File: src/rtl/display_reader_if.sv
// ---------------------------------------------------------------------------
// display_reader_if
// Purpose : groups the observed display bus and the recovered-frame handshake
//           used by display_reader.
// Signals : segmentos  [0:6]         observed segments, [0]=a ... [6]=g
//           digito_sel [DIGITS-1:0]  one-hot digit strobe
//           pronto                   consumer ready
//           valor      [4*DIGITS-1:0] recovered hex frame, digit i at [4i+3:4i]
//           erro       [DIGITS-1:0]  per-digit illegal-glyph flag
//           valido                   valor/erro hold a frame not yet accepted
// Modports: master drives the display bus and pronto, slave is the reader.
// ---------------------------------------------------------------------------
interface display_reader_if #(
  parameter int DIGITS = 4
);
  logic [0:6]          segmentos;
  logic [DIGITS-1:0]   digito_sel;
  logic                pronto;
  logic [4*DIGITS-1:0] valor;
  logic [DIGITS-1:0]   erro;
  logic                valido;

  modport master (
    output segmentos,
    output digito_sel,
    output pronto,
    input  valor,
    input  erro,
    input  valido
  );

  modport slave (
    input  segmentos,
    input  digito_sel,
    input  pronto,
    output valor,
    output erro,
    output valido
  );
endinterface

File: src/rtl/display_reader.sv
// ---------------------------------------------------------------------------
// display_reader
// Purpose : watches a multiplexed 7-segment display, debounces each digit
//           (a digit is captured after STABLE identical samples), decodes the
//           glyph back to a hex nibble and hands out complete frames through
//           a valid/ready style handshake.
// Ports   : clock    rising-edge clock for all state
//           reset_n  synchronous active-low reset
//           bus      display_reader_if.slave (segmentos, digito_sel, pronto in;
//                    valor, erro, valido out)
// ---------------------------------------------------------------------------
module display_reader #(
  parameter int DIGITS = 4,
  parameter int STABLE = 3
) (
  input  logic               clock,
  input  logic               reset_n,
  display_reader_if.slave    bus
);

  localparam logic [3:0] STABLE_L = 4'(STABLE);

  typedef enum logic {
    VAZIO,
    CHEIO
  } outState_e;

  // Inverse of the hex-to-segment glyph table. Returns {error, nibble};
  // anything that is not one of the sixteen glyphs decodes to error + 0.
  function automatic logic [4:0] decodeGlyph(input logic [6:0] seg);
    logic [4:0] res;
    res = 5'b1_0000;
    case (seg)
      7'b1111110: res = 5'h00;
      7'b0110000: res = 5'h01;
      7'b1101101: res = 5'h02;
      7'b1111001: res = 5'h03;
      7'b0110011: res = 5'h04;
      7'b1011011: res = 5'h05;
      7'b1011111: res = 5'h06;
      7'b1110000: res = 5'h07;
      7'b1111111: res = 5'h08;
      7'b1111011: res = 5'h09;
      7'b1110111: res = 5'h0A;
      7'b0011111: res = 5'h0B;
      7'b1001110: res = 5'h0C;
      7'b0111101: res = 5'h0D;
      7'b1001111: res = 5'h0E;
      7'b1000111: res = 5'h0F;
      default:    res = 5'b1_0000;
    endcase
    return res;
  endfunction

  logic [DIGITS-1:0]   r_prevSel;
  logic [6:0]          r_prevSeg;
  logic [3:0]          r_count;
  logic [4*DIGITS-1:0] r_slotVal;
  logic [DIGITS-1:0]   r_slotErr;
  logic [DIGITS-1:0]   r_captured;
  logic [4*DIGITS-1:0] r_valor;
  logic [DIGITS-1:0]   r_erro;
  outState_e           r_state;

  logic [6:0]          w_seg;
  logic                w_oneHot;
  logic                w_samePair;
  logic [3:0]          w_countNext;
  logic                w_capture;
  logic [4:0]          w_decoded;
  logic                w_frameDone;
  logic                w_transfer;
  outState_e           w_stateNext;
  logic [DIGITS-1:0]   w_capturedNext;

  // segmentos is declared [0:6], so a copy into [6:0] puts segment a in the
  // MSB, matching the way the glyph table is written.
  assign w_seg      = bus.segmentos;
  assign w_oneHot   = $onehot(bus.digito_sel);
  assign w_samePair = (bus.digito_sel == r_prevSel) && (w_seg == r_prevSeg);
  assign w_decoded  = decodeGlyph(w_seg);

  // Stability counter. Capture fires only on the step from STABLE-1 to
  // STABLE; once saturated the run must break before another capture.
  always_comb begin
    w_countNext = r_count;
    if (!w_oneHot) begin
      w_countNext = 4'd0;
    end else if (w_samePair) begin
      if (r_count < STABLE_L) begin
        w_countNext = r_count + 4'd1;
      end
    end else begin
      w_countNext = 4'd1;
    end
  end

  assign w_capture = w_oneHot && w_samePair && (r_count == STABLE_L - 4'd1);

  // Output FSM next state and frame transfer decision. The captured marks
  // are cleared on transfer first so a capture on the same edge starts the
  // next frame instead of being lost.
  always_comb begin
    w_frameDone    = &r_captured;
    w_transfer     = w_frameDone && ((r_state == VAZIO) || bus.pronto);
    w_stateNext    = r_state;
    w_capturedNext = w_transfer ? '0 : r_captured;
    if (w_capture) begin
      w_capturedNext = w_capturedNext | bus.digito_sel;
    end
    if (w_transfer) begin
      w_stateNext = CHEIO;
    end else if ((r_state == CHEIO) && bus.pronto) begin
      w_stateNext = VAZIO;
    end
  end

  // Sample pipeline, counter, slot storage and captured marks.
  always_ff @(posedge clock) begin
    if (!reset_n) begin
      r_prevSel  <= '0;
      r_prevSeg  <= '0;
      r_count    <= 4'd0;
      r_slotVal  <= '0;
      r_slotErr  <= '0;
      r_captured <= '0;
    end else begin
      r_prevSel  <= bus.digito_sel;
      r_prevSeg  <= w_seg;
      r_count    <= w_countNext;
      r_captured <= w_capturedNext;
      for (int i = 0; i < DIGITS; i++) begin
        if (w_capture && bus.digito_sel[i]) begin
          r_slotVal[4*i +: 4] <= w_decoded[3:0];
          r_slotErr[i]        <= w_decoded[4];
        end
      end
    end
  end

  // State register and the frame held on the outputs.
  always_ff @(posedge clock) begin
    if (!reset_n) begin
      r_state <= VAZIO;
      r_valor <= '0;
      r_erro  <= '0;
    end else begin
      r_state <= w_stateNext;
      if (w_transfer) begin
        r_valor <= r_slotVal;
        r_erro  <= r_slotErr;
      end
    end
  end

  assign bus.valor  = r_valor;
  assign bus.erro   = r_erro;
  assign bus.valido = (r_state == CHEIO);

endmodule

File: src/flat_wrapper.sv
// flat-port wrapper written by rule: the top's interface ports become plain ports
module display_reader_flat 
#(
  parameter int DIGITS = 4,
  parameter int STABLE = 3
)
  (clock, reset_n, bus_segmentos, bus_digito_sel, bus_pronto, bus_valor, bus_erro, bus_valido);
  display_reader_if #(.DIGITS(DIGITS)) bus_i ();
  input  logic clock;
  input  logic reset_n;
  input wire logic [$bits(bus_i.segmentos)-1:0] bus_segmentos;
  input wire logic [$bits(bus_i.digito_sel)-1:0] bus_digito_sel;
  input wire logic [$bits(bus_i.pronto)-1:0] bus_pronto;
  output wire logic [$bits(bus_i.valor)-1:0] bus_valor;
  output wire logic [$bits(bus_i.erro)-1:0] bus_erro;
  output wire logic [$bits(bus_i.valido)-1:0] bus_valido;
  assign bus_i.segmentos = bus_segmentos;
  assign bus_i.digito_sel = bus_digito_sel;
  assign bus_i.pronto = bus_pronto;
  assign bus_valor = bus_i.valor;
  assign bus_erro = bus_i.erro;
  assign bus_valido = bus_i.valido;
  display_reader #(.DIGITS(DIGITS), .STABLE(STABLE)) u_core (.clock(clock), .reset_n(reset_n), .bus(bus_i));
endmodule
File: config.mk
export PLATFORM = sky130hd
export DESIGN_NAME = display_reader_flat
export DESIGN_NICKNAME = d
export VERILOG_FILES = /design/src/rtl/display_reader_if.sv /design/src/rtl/display_reader.sv /design/src/flat_wrapper.sv
export SDC_FILE = /design/constraint.sdc
export NUM_CORES = 1
export LEC_CHECK = 0
export ABC_CLOCK_PERIOD_IN_PS = 7310
export CORE_ASPECT_RATIO = 1.2
export CORE_UTILIZATION = 45
export DETAILED_ROUTE_END_ITERATION = 16
export GPL_ROUTABILITY_DRIVEN = 0
export PLACE_DENSITY = 0.67
export SYNTH_ARGS = -nofsm -noshare
export SYNTH_HDL_FRONTEND = slang
export SYNTH_SLANG_ARGS = --single-unit
File: constraint.sdc
create_clock -name clock -period 7.31 [get_ports clock]
set_input_delay 0.731 -clock clock [delete_from_list [all_inputs] [get_ports clock]]
set_output_delay 0.731 -clock clock [all_outputs]
set_load 0.005 [all_outputs]
# [Yosys cells after proc, flatten, opt, wreduce, memory -nomap -nowiden]
# Cells that the tools add are included.
[word_totals] mem_count=0 reg_bits=60 mem_bits_rw=0 elab_cells=65 latch_bits=0 rom_bits=0 inputBits=14 out_inout_bits=21
[op_classes] n_mul=0 order_cmp=1 n_eq_ne=21 div_mod_pow=0 shifts=0 bitwise_logic=2 n_addsub=4 reduce_logical=14 mux=7
[ops] cell="7-bit equality test (second input constant)" count=12
[ops] cell="5-bit case mux with 16 select lines" count=1
[ops] cell="7-bit by 6-bit equality test with 1-bit output (second input constant)" count=3
[ops] cell="1-bit logical AND" count=9
[ops] cell="4-bit two-way mux" count=2
[ops] cell="7-bit by 5-bit equality test with 1-bit output (second input constant)" count=1
[ops] cell="7-bit equality test" count=1
[ops] cell="1-bit by 1-bit adder with 2-bit output" count=2
[ops] cell="4-bit by 1-bit adder with 4-bit output (second input constant)" count=1
[ops] cell="4-bit by 2-bit equality test with 1-bit output (second input constant)" count=1
[ops] cell="4-bit equality test" count=1
[ops] cell="4-bit by 2-bit < comparator with 1-bit output (second input constant)" count=1
[ops] cell="1-bit two-way mux" count=4
[ops] cell="4-bit OR" count=1
[ops] cell="4-bit AND reduction" count=1
[ops] cell="3-bit adder" count=1
[ops] cell="3-bit by 1-bit equality test with 1-bit output (second input constant)" count=1
[ops] cell="3-bit AND reduction" count=1
[ops] cell="2-bit != test (second input constant)" count=1
[ops] cell="2-bit AND reduction" count=1
[ops] cell="2-bit nonzero test" count=1
[ops] cell="1-bit logical OR" count=1
[ops] cell="1-bit inverter" count=1

# [Longest topological paths before layout]
# Gate-level depths: netlist (run 1).
[depth] word_depth=6 mapped_depth=8 mapped_depth_nobuf=8

# [Worst setup path after synthesis (run 1)]
# No wires, ideal clock.
[synth_path] path_kind="input port to flip-flop" start="input bus_digito_sel[2]" end="register u_core.r_slotVal[15]" n_path_buf=0 path_stages=8 path_slack_ns=4.315 t_required_ns=7.194 arrival_time_ns=2.879 setup_ns=0.116 cell_sequence="ha_1 > ha_1 > fa_1 > nor3b_2 > nand4_1 > nor4_4 > mux2i_1 > nor2b_1"
[synth_via] elab_chain_len=6 elab_cells_between_ends=8 cone_classes="add/sub (2); eq/ne (2); reduce/logical (4)"
[synth_lines] item="from (decl)" line="flat_wrapper.sv:12" rtl="input wire logic [$bits(bus_i.digito_sel)-1:0] bus_digito_sel;"
[synth_lines] item="1-bit by 1-bit adder with 2-bit output (not written as such)" line="display_reader.sv:79" rtl="assign w_oneHot = $onehot(bus.digito_sel);"
[synth_lines] item="3-bit adder (not written as such)" line="display_reader.sv:79"
[synth_lines] item="3-bit by 1-bit equality test with 1-bit output" line="display_reader.sv:79"
[synth_lines] item="1-bit logical AND * (2 in series)" line="display_reader.sv:98" rtl="assign w_capture = w_oneHot && w_samePair && (r_count == STABLE_L - 4'd1);"
[synth_lines] item="1-bit logical AND *" line="display_reader.sv:133" rtl="if (w_capture && bus.digito_sel[i]) begin"
[synth_lines] item="to (signal, indexed assignment)" line="display_reader.sv:134" rtl="r_slotVal[4*i +: 4] <= w_decoded[3:0];"
[synth_lines] item="to (decl)" line="display_reader.sv:58" rtl="logic [4*DIGITS-1:0] r_slotVal;"
# Every way passes the cells marked *; elsewhere a longest branch is shown, timed or not.
# A chain may end at the register's enable or synchronous reset.

# [Final worst setup path (run 1)]
[layout_path] start="input bus_digito_sel[3]" end="register u_core.r_slotVal[15]"
[layout_via] elab_chain_len=6 elab_cells_between_ends=8 cone_classes="add/sub (2); eq/ne (2); reduce/logical (4)"
[layout_lines] item="1-bit by 1-bit adder with 2-bit output (not written as such)" line="display_reader.sv:79"
[layout_lines] item="3-bit adder (not written as such)" line="display_reader.sv:79"
[layout_lines] item="3-bit by 1-bit equality test with 1-bit output" line="display_reader.sv:79"
[layout_lines] item="1-bit logical AND (2 in series)" line="display_reader.sv:98"
[layout_lines] item="1-bit logical AND *" line="display_reader.sv:133"
# Marks and branches as above.

==> results of run 1 <==
## per-stage QoR
step,power (mW),utilization
2_1_floorplan,0.384,-
3_3_place_gp,0.399,0.525
3_5_place_dp,0.400,0.525
4_1_cts,0.705,0.559
5_1_grt,0.727,0.559
6_report,0.696,0.559
## cell type report
class                           count  area, um2
Fill cell                         588       2670
Multi-Input combinational cell    216       1500
Sequential cell                    60       1200
Timing Repair Buffer               36        355
Clock buffer                       14        173
Tap cell                           82        103
Clock inverter                      1       30.0
Inverter                            4       15.0
## cells by family after synthesis
logic type / count (synthesis) / share of synthesized area
xor gates and xnor gates: 13 / 0.0432
AOI/OAI and AO/OA: 61 / 0.142
muxes: 13 / 0.0467
and+or+nand+nor: 123 / 0.273
DFF: 60 / 0.427
adders and majority gates: 6 / 0.0294
buffers and inverters: 23 / 0.0378
## worst min-delay path, stage by stage, from the launching register on
cell	delay (ps)
dfxtp_1	320
inv_1	50
nor2_1	30
## power groups by stage
stage	Clock [mW]	Combinational (mW)	Sequential [mW]
global route	0.328	0.0659	0.333
floorplan	0	0.0438	0.340
global placement	0	0.0585	0.340
detailed placement	0	0.0594	0.340
CTS	0.312	0.0598	0.333
finish	0.304	0.0593	0.333
## per-layer routing
metal  global-route usage  share of wire
met2                0.278           0.47
met4               0.0804          0.011
met1                0.253           0.49
met3               0.0581          0.034
met5                    0              0
## cell usage in the layout, fill, tap and decap left out, types with 2 or more instances in the layout
cell type / instances
mux2i_1: 12
o22a_1: 3
xnor2_1: 12
o211ai_1: 3
a21boi_0: 21
a21oi_1: 17
nor3b_1: 3
o21ai_0: 4
buf_4: 2
nand2_1: 51
nor4_1: 2
nand3_1: 3
nor2_1: 4
nor3_1: 2
and2_1: 11
dfxtp_1: 60
and3b_1: 2
inv_1: 4
clkbuf_8: 12
nand2b_1: 4
nand4_4: 2
ha_1: 5
nand4_1: 5
o2111ai_1: 2
nor4_4: 4
nor2b_1: 16
clkbuf_1: 2
clkdlybuf4s50_1: 34
o21ai_1: 6
## path summary, 6_finish.rpt
check	startpoint	end	slack, ps
worst max-delay path	bus_digito_sel[3]	u_core.r_slotVal[15]	3920
worst max register to register	u_core.r_prevSeg[5]	u_core.r_slotVal[6]	5470
worst min register to register	u_core.r_count[2]	u_core.r_count[2]	450
worst min-delay path	u_core.r_count[2]	u_core.r_count[2]	450
## sequential cells by signal, summed over array words and instances (netlist names)
| register | count |
|---|---|
| u_core.r_prevSel | 4 |
| u_core.r_captured | 4 |
| u_core.r_slotVal | 16 |
| u_core.bus.erro | 4 |
| u_core.bus.valido | 1 |
| u_core.r_count | 4 |
| u_core.bus.valor | 16 |
| u_core.r_prevSeg | 7 |
| u_core.r_slotErr | 4 |
==> summary.txt, run 1 <==
Floorplanning
  – Initial core utilization: 0.465
  – Die ar.: 6570 um2
  – Die Y: 88.6 um
  – Die X: 74.2 um
  – I/O pin count: 35
  – Site Rows: 31
  – Core area: 6050 um2

Placement
  – Port bufs: 34
  – DP Cell Count: 398
  – Worst Setup Slack post-DPL: 3570 ps
  – DP Area: 3180 um2
  – Placed wire-length estimate: 3520 um

Route
  – Detailed-route via count: 2134
  – Initial drt markers: 137
  – Final ANT Viol Nets: 0
  – Residual DRC count: 0
  – Drt pass-1 iters: 4
  – Via density: 5.17
  – Routed WL: 5370 um
  – DR WL/cell: 13.0 um

Synth
  – Net count after synthesis: 319
  – Seq/Total Area, Yosys: 0.427
  – Count of different cell masters after synthesis: 50
  – Post-Syn Area: 2810 um2
  – Dominant cells by area after synthesis: dfxtp_1, nand2_1, a21boi_0
  – Post-Synthesis Cells: 299
  – Flops & latches, synth: 60
  – Asr flop ratio synth: 0
  – Most frequent cells after synthesis: dfxtp_1, nand2_1, a21boi_0, a21oi_1, nor2b_1
  – Synth Flop Type: dfxtp_1
  – Post-synth top area share: 0.427
  – Count leader, synth: dfxtp_1
  – Yosys top cell by area: dfxtp_1
  – Post-synth EDFFs: 0
  – Number of synthesis warnings: 0
  – Avg Cell Area, Syn: 9.40 um2

Timing
  – Crit path setup slack, layout: 3920 ps
  – Unrepaired setup endpoints after global routing: false
  – Final Critical Period: 3390 ps
  – Slew at the pin with the worst max-slew slack: 887 ps
  – Fin crit share: 0.464
  – Peak Freq: 295 MHz
  – Worst slew margin: 0.409
  – Worst Hold Slack: 452 ps
  – Fin. max-slew vios: 0
  – Final Skew: 7.29 ps
  – Final setup fails: 0
  – Setup TNS: 0 ps
  – Final-report hold violation count: 0

Worst setup path
  – CP max FO: 7
  – Worst-path cell chain: clkdlybuf4s50_1 > ha_1 > ha_1 > fa_1 > nor3b_2 > nand4_1 > nor4_4 > mux2i_1 > nor2b_1
  – Most used cell, CP: ha_1
  – CP required: 7540 ps
  – Delay-heaviest family, CP: simple AND/OR/NAND/NOR gates
  – Crit path depth: 9
  – CP Class: input port to flop
  – Cells on worst reg2reg path: 5
  – CP endpoint kind: flop
  – WP data arrival: 3620 ps
  – CP Buf/Inv Count: 1
  – Largest stage delay, worst path: 560 ps
  – CP startpoint kind: input port
  – Worst path slowest cell: clkdlybuf4s50_1

Clock tree
  – Clk buf depth: 2
  – Root Driver: clkbuf_8
  – TritonCTS buffer count: 9
  – Clock transition at path regs: 60 ps
  – Clock Sinks: 60
  – TritonCTS clock tree: done
  – Worst-skew pair later-pin latency: 330 ps
  – H-tree Lvls: 3
  – Post-CTS Setup Inserts: 0
  – Cts repair resizes: 0
  – Hold buffers post-CTS: 0

GRT
  – Number of global-route vias before repair: 1956
  – Initial antenna violation count: 0
  – Largest net degree at the start of global routing: 60
  – Total gr overflow: 0
  – All-Layer GR Usage: 0.188
  – First-pass GRT wire length: 9270 um

Run status
  – Status: completed

Run
  – Max Cap Viol: 0

Power
  – Sw frac: 0.222
  – Int Power: 0.542 mW
  – Sequential power share: 0.478
  – Switching Power: 0.154 mW
  – Clock network power share: 0.436
  – Logic pwr share: 0.085
  – VDD IR max: 0.101 mV
  – Leak pwr: 1.14 nW
  – Power Dens Cells: 206 nW/um2

Cells and area
  – Antenna Cells: 0
  – Finished Layout Cells: 413
  – Final layout net count: 347
  – Area delta synth->final: 20.2%
  – Share of cells above drive strength 1: 0.0906
  – Finished Cell Area: 3380 um2

Worst hold path
  – Worst Hold Path Cells: 2
  – HP Class: flop to flop
Power figures use the tool's default switching activity.
==> inputs of run 2 (changes only) <==
- ABC_CLOCK_PERIOD_IN_PS: 7310 -> 3500
- clock period: 7.31 -> 3.5 ns (I/O delays scaled with it)
==> run 2 against run 1 <==
Compared with the run above: first-iteration DRC count decreased by 23%; highest routed layer unchanged; global-route usage decreased by 0.53 points; cell area increased by 0.63%.
==> summary.txt, run 2 (synthesis results as in run 1) <==
Cells and area
  – Area delta synth->final: 21.0% (was 20.2%)
  – Final layout net count: 351 (was 347)
  – Finished Cell Area: 3400 um2 (was 3380 um2)
  – Antenna Cells: 0 (unchanged)
  – Leading cell type in the layout, fill and taps excluded: dfxtp_1 (unchanged)
  – Share of cells above drive strength 1: 0.104 (was 0.0906)
  – Most frequent cells in the layout: dfxtp_1, nand2_1, clkdlybuf4s50_1 (unchanged)
  – Filler instances: 599 (was 588)

Timing
  – Final-report hold violation count: 0 (unchanged)
  – Worst slew margin: 0.393 (was 0.409)
  – Unrepaired setup endpoints after global routing: false (unchanged)
  – Final setup fails: 0 (unchanged)
  – Final Critical Period: 2860 ps
  – Fin crit share: 0.817
  – Final Skew: 12.7 ps (was 7.29 ps)
  – Peak Freq: 350 MHz
  – Worst Hold Slack: 448 ps (was 452 ps)
  – Setup TNS: 0 ps (unchanged)
  – Slew at the pin with the worst max-slew slack: 897 ps (was 887 ps)
  – Fin. max-slew vios: 0 (unchanged)

Worst hold path
  – Worst Hold Path Cells: 2 (unchanged)
  – Hold_sp: u_core.r_count[2] (unchanged)
  – HP Class: flop to flop (unchanged)
  – Hold worst-path end: u_core.r_count[2] (unchanged)

Worst setup path
  – CP endpoint kind: flop (unchanged)
  – CP required: 3710 ps (was 7540 ps)
  – CP startpoint kind: input port (unchanged)
  – CP Buf/Inv Count: 1 (unchanged)
  – Worst path slowest cell: clkdlybuf4s50_1 (unchanged)
  – WP data arrival: 3080 ps (was 3620 ps)
  – CP Class: input port to flop (unchanged)
  – Most used cell, CP: ha_1 (unchanged)
  – Reg-to-reg slack, setup: 1710 ps (was 5470 ps)
  – Worst-path cell chain: clkdlybuf4s50_1 > ha_1 > ha_1 > fa_1 > nor3b_2 > nand4_1 > nor4_4 > mux2i_1 > nor2b_1 (unchanged)
  – CP max FO: 7 (unchanged)
  – Largest stage delay, worst path: 540 ps (was 560 ps)
  – FF-to-FF Start: u_core.r_count[1] (was u_core.r_prevSeg[5])
  – Cells on worst reg2reg path: 5 (unchanged)
  – Delay-heaviest family, CP: simple AND/OR/NAND/NOR gates (unchanged)
  – Worst r2r dst: u_core.r_slotVal[15] (was u_core.r_slotVal[6])

GRT
  – All-Layer GR Usage: 0.183 (was 0.188)
  – Largest net degree at the start of global routing: 59 (was 60)
  – First-pass GRT wire length: 9090 um (was 9270 um)
  – Number of global-route vias before repair: 1909 (was 1956)
  – Initial antenna violation count: 0 (unchanged)
  – Total gr overflow: 0 (unchanged)

Floorplanning
  – I/O pin count: 35 (unchanged)
  – Site Rows: 31 (unchanged)
  – Die X: 74.2 um (unchanged)
  – Die ar.: 6570 um2 (unchanged)
  – Initial core utilization: 0.465 (unchanged)
  – Core area: 6050 um2 (unchanged)
  – Die Y: 88.6 um (unchanged)

Run
  – Max Cap Viol: 0 (unchanged)

Placement
  – Placed wire-length estimate: 3600 um (was 3520 um)
  – DP Area: 3210 um2 (was 3180 um2)
  – Port bufs: 34 (unchanged)

Route
  – Via density: 5.12 (was 5.17)
  – Residual DRC count: 0 (unchanged)
  – Detailed-route via count: 2140 (was 2134)
  – Drt pass-1 iters: 4 (unchanged)
  – Routed WL: 5470 um (was 5370 um)
  – DR WL/cell: 13.1 um (was 13.0 um)
  – Final ANT Viol Nets: 0 (unchanged)
  – Initial drt markers: 105 (was 137)

Clock tree
  – Clock transition at path regs: 70 ps (was 60 ps)
  – Clock Sinks: 60 (unchanged)
  – Root Driver: clkbuf_8 (unchanged)
  – H-tree Lvls: 3 (unchanged)
  – Cts repair resizes: 0 (unchanged)
  – TritonCTS buffer count: 9 (unchanged)
  – Clk buf depth: 2 (unchanged)
  – Worst-skew pair later-pin latency: 330 ps (about the same)
  – Hold buffers post-CTS: 0 (unchanged)
  – Post-CTS Setup Inserts: 0 (unchanged)
  – TritonCTS clock tree: done (unchanged)

Power
  – VDD IR max: 0.189 mV (was 0.101 mV)
  – Leak pwr: 1.16 nW (was 1.14 nW)
  – Total Power: 1.43 mW (was 0.696 mW)
  – Power Dens Cells: 421 nW/um2 (was 206 nW/um2)

Run status
  – Status: completed (unchanged)
-- run 2: changes by cell type in the layout (fill, tap and decap cells not counted), sizes merged --
cell / change
clkinv: +3
buf: +4
clkbuf: -2
-- run 2: how the worst max path moves through the flow --
stage | from | endpoint | depth (start not counted)
2_1_floorplan | bus_digito_sel[2] | u_core.r_slotVal[15] | 8
3_3_place_gp | bus_digito_sel[3] | u_core.r_slotVal[15] | 9
3_5_place_dp | bus_digito_sel[3] | u_core.r_slotVal[15] | 9
4_1_cts | bus_digito_sel[3] | u_core.r_slotVal[15] | 9
5_1_grt | bus_digito_sel[3] | u_core.r_slotVal[15] | 9
6_report | bus_digito_sel[3] | u_core.r_slotVal[15] | 9
-- run 2: area by class of cell --
| class | instances | area (um2) | area share |
|---|---|---|---|
| Multi-Input combinational cell | 216 | 1500 | 0.442 |
| Sequential cell | 60 | 1200 | 0.353 |
| Timing Repair Buffer | 40 | 385 | 0.113 |
| Clock buffer | 12 | 145 | 0.0427 |
| Tap cell | 82 | 103 | 0.0302 |
| Clock inverter | 4 | 48.8 | 0.0143 |
| Inverter | 4 | 15.0 | 0.00441 |
-- run 2: layer usage --
metal | up-vias | track usage | part of all wire
li1 | 1100 | - | -
met1 | 997 | 0.249 | 0.49
met2 | 38 | 0.278 | 0.47
met3 | 5 | 0.0513 | 0.032
met4 | 0 | 0.0629 | 0.0084
met5 | - | 0 | 0
-- run 2: where the power goes --
| group | total (mW) | internal [mW] | switching [mW] |
|---|---|---|---|
| registers | 0.695 | 0.691 | 0.00441 |
| logic | 0.127 | 0.0585 | 0.0688 |
| clock network | 0.610 | 0.348 | 0.263 |
| total | 1.43 | 1.10 | 0.336 |
-- run 2: worst min-delay path, delay by kind of cell (launching register included) --
kind	cells	cell delay (ps)
DFF	1	320
buffers and inverters	1	50
and+or+nand+nor	1	30
-- run 2: per-stage QoR --
stage	std cells	worst slack, ps	util
floorplan	299	886	-
global placement	402	379	0.530
detailed placement	402	306	0.530
CTS	418	632	0.562
global route	418	535	0.562
finish	418	640	0.562
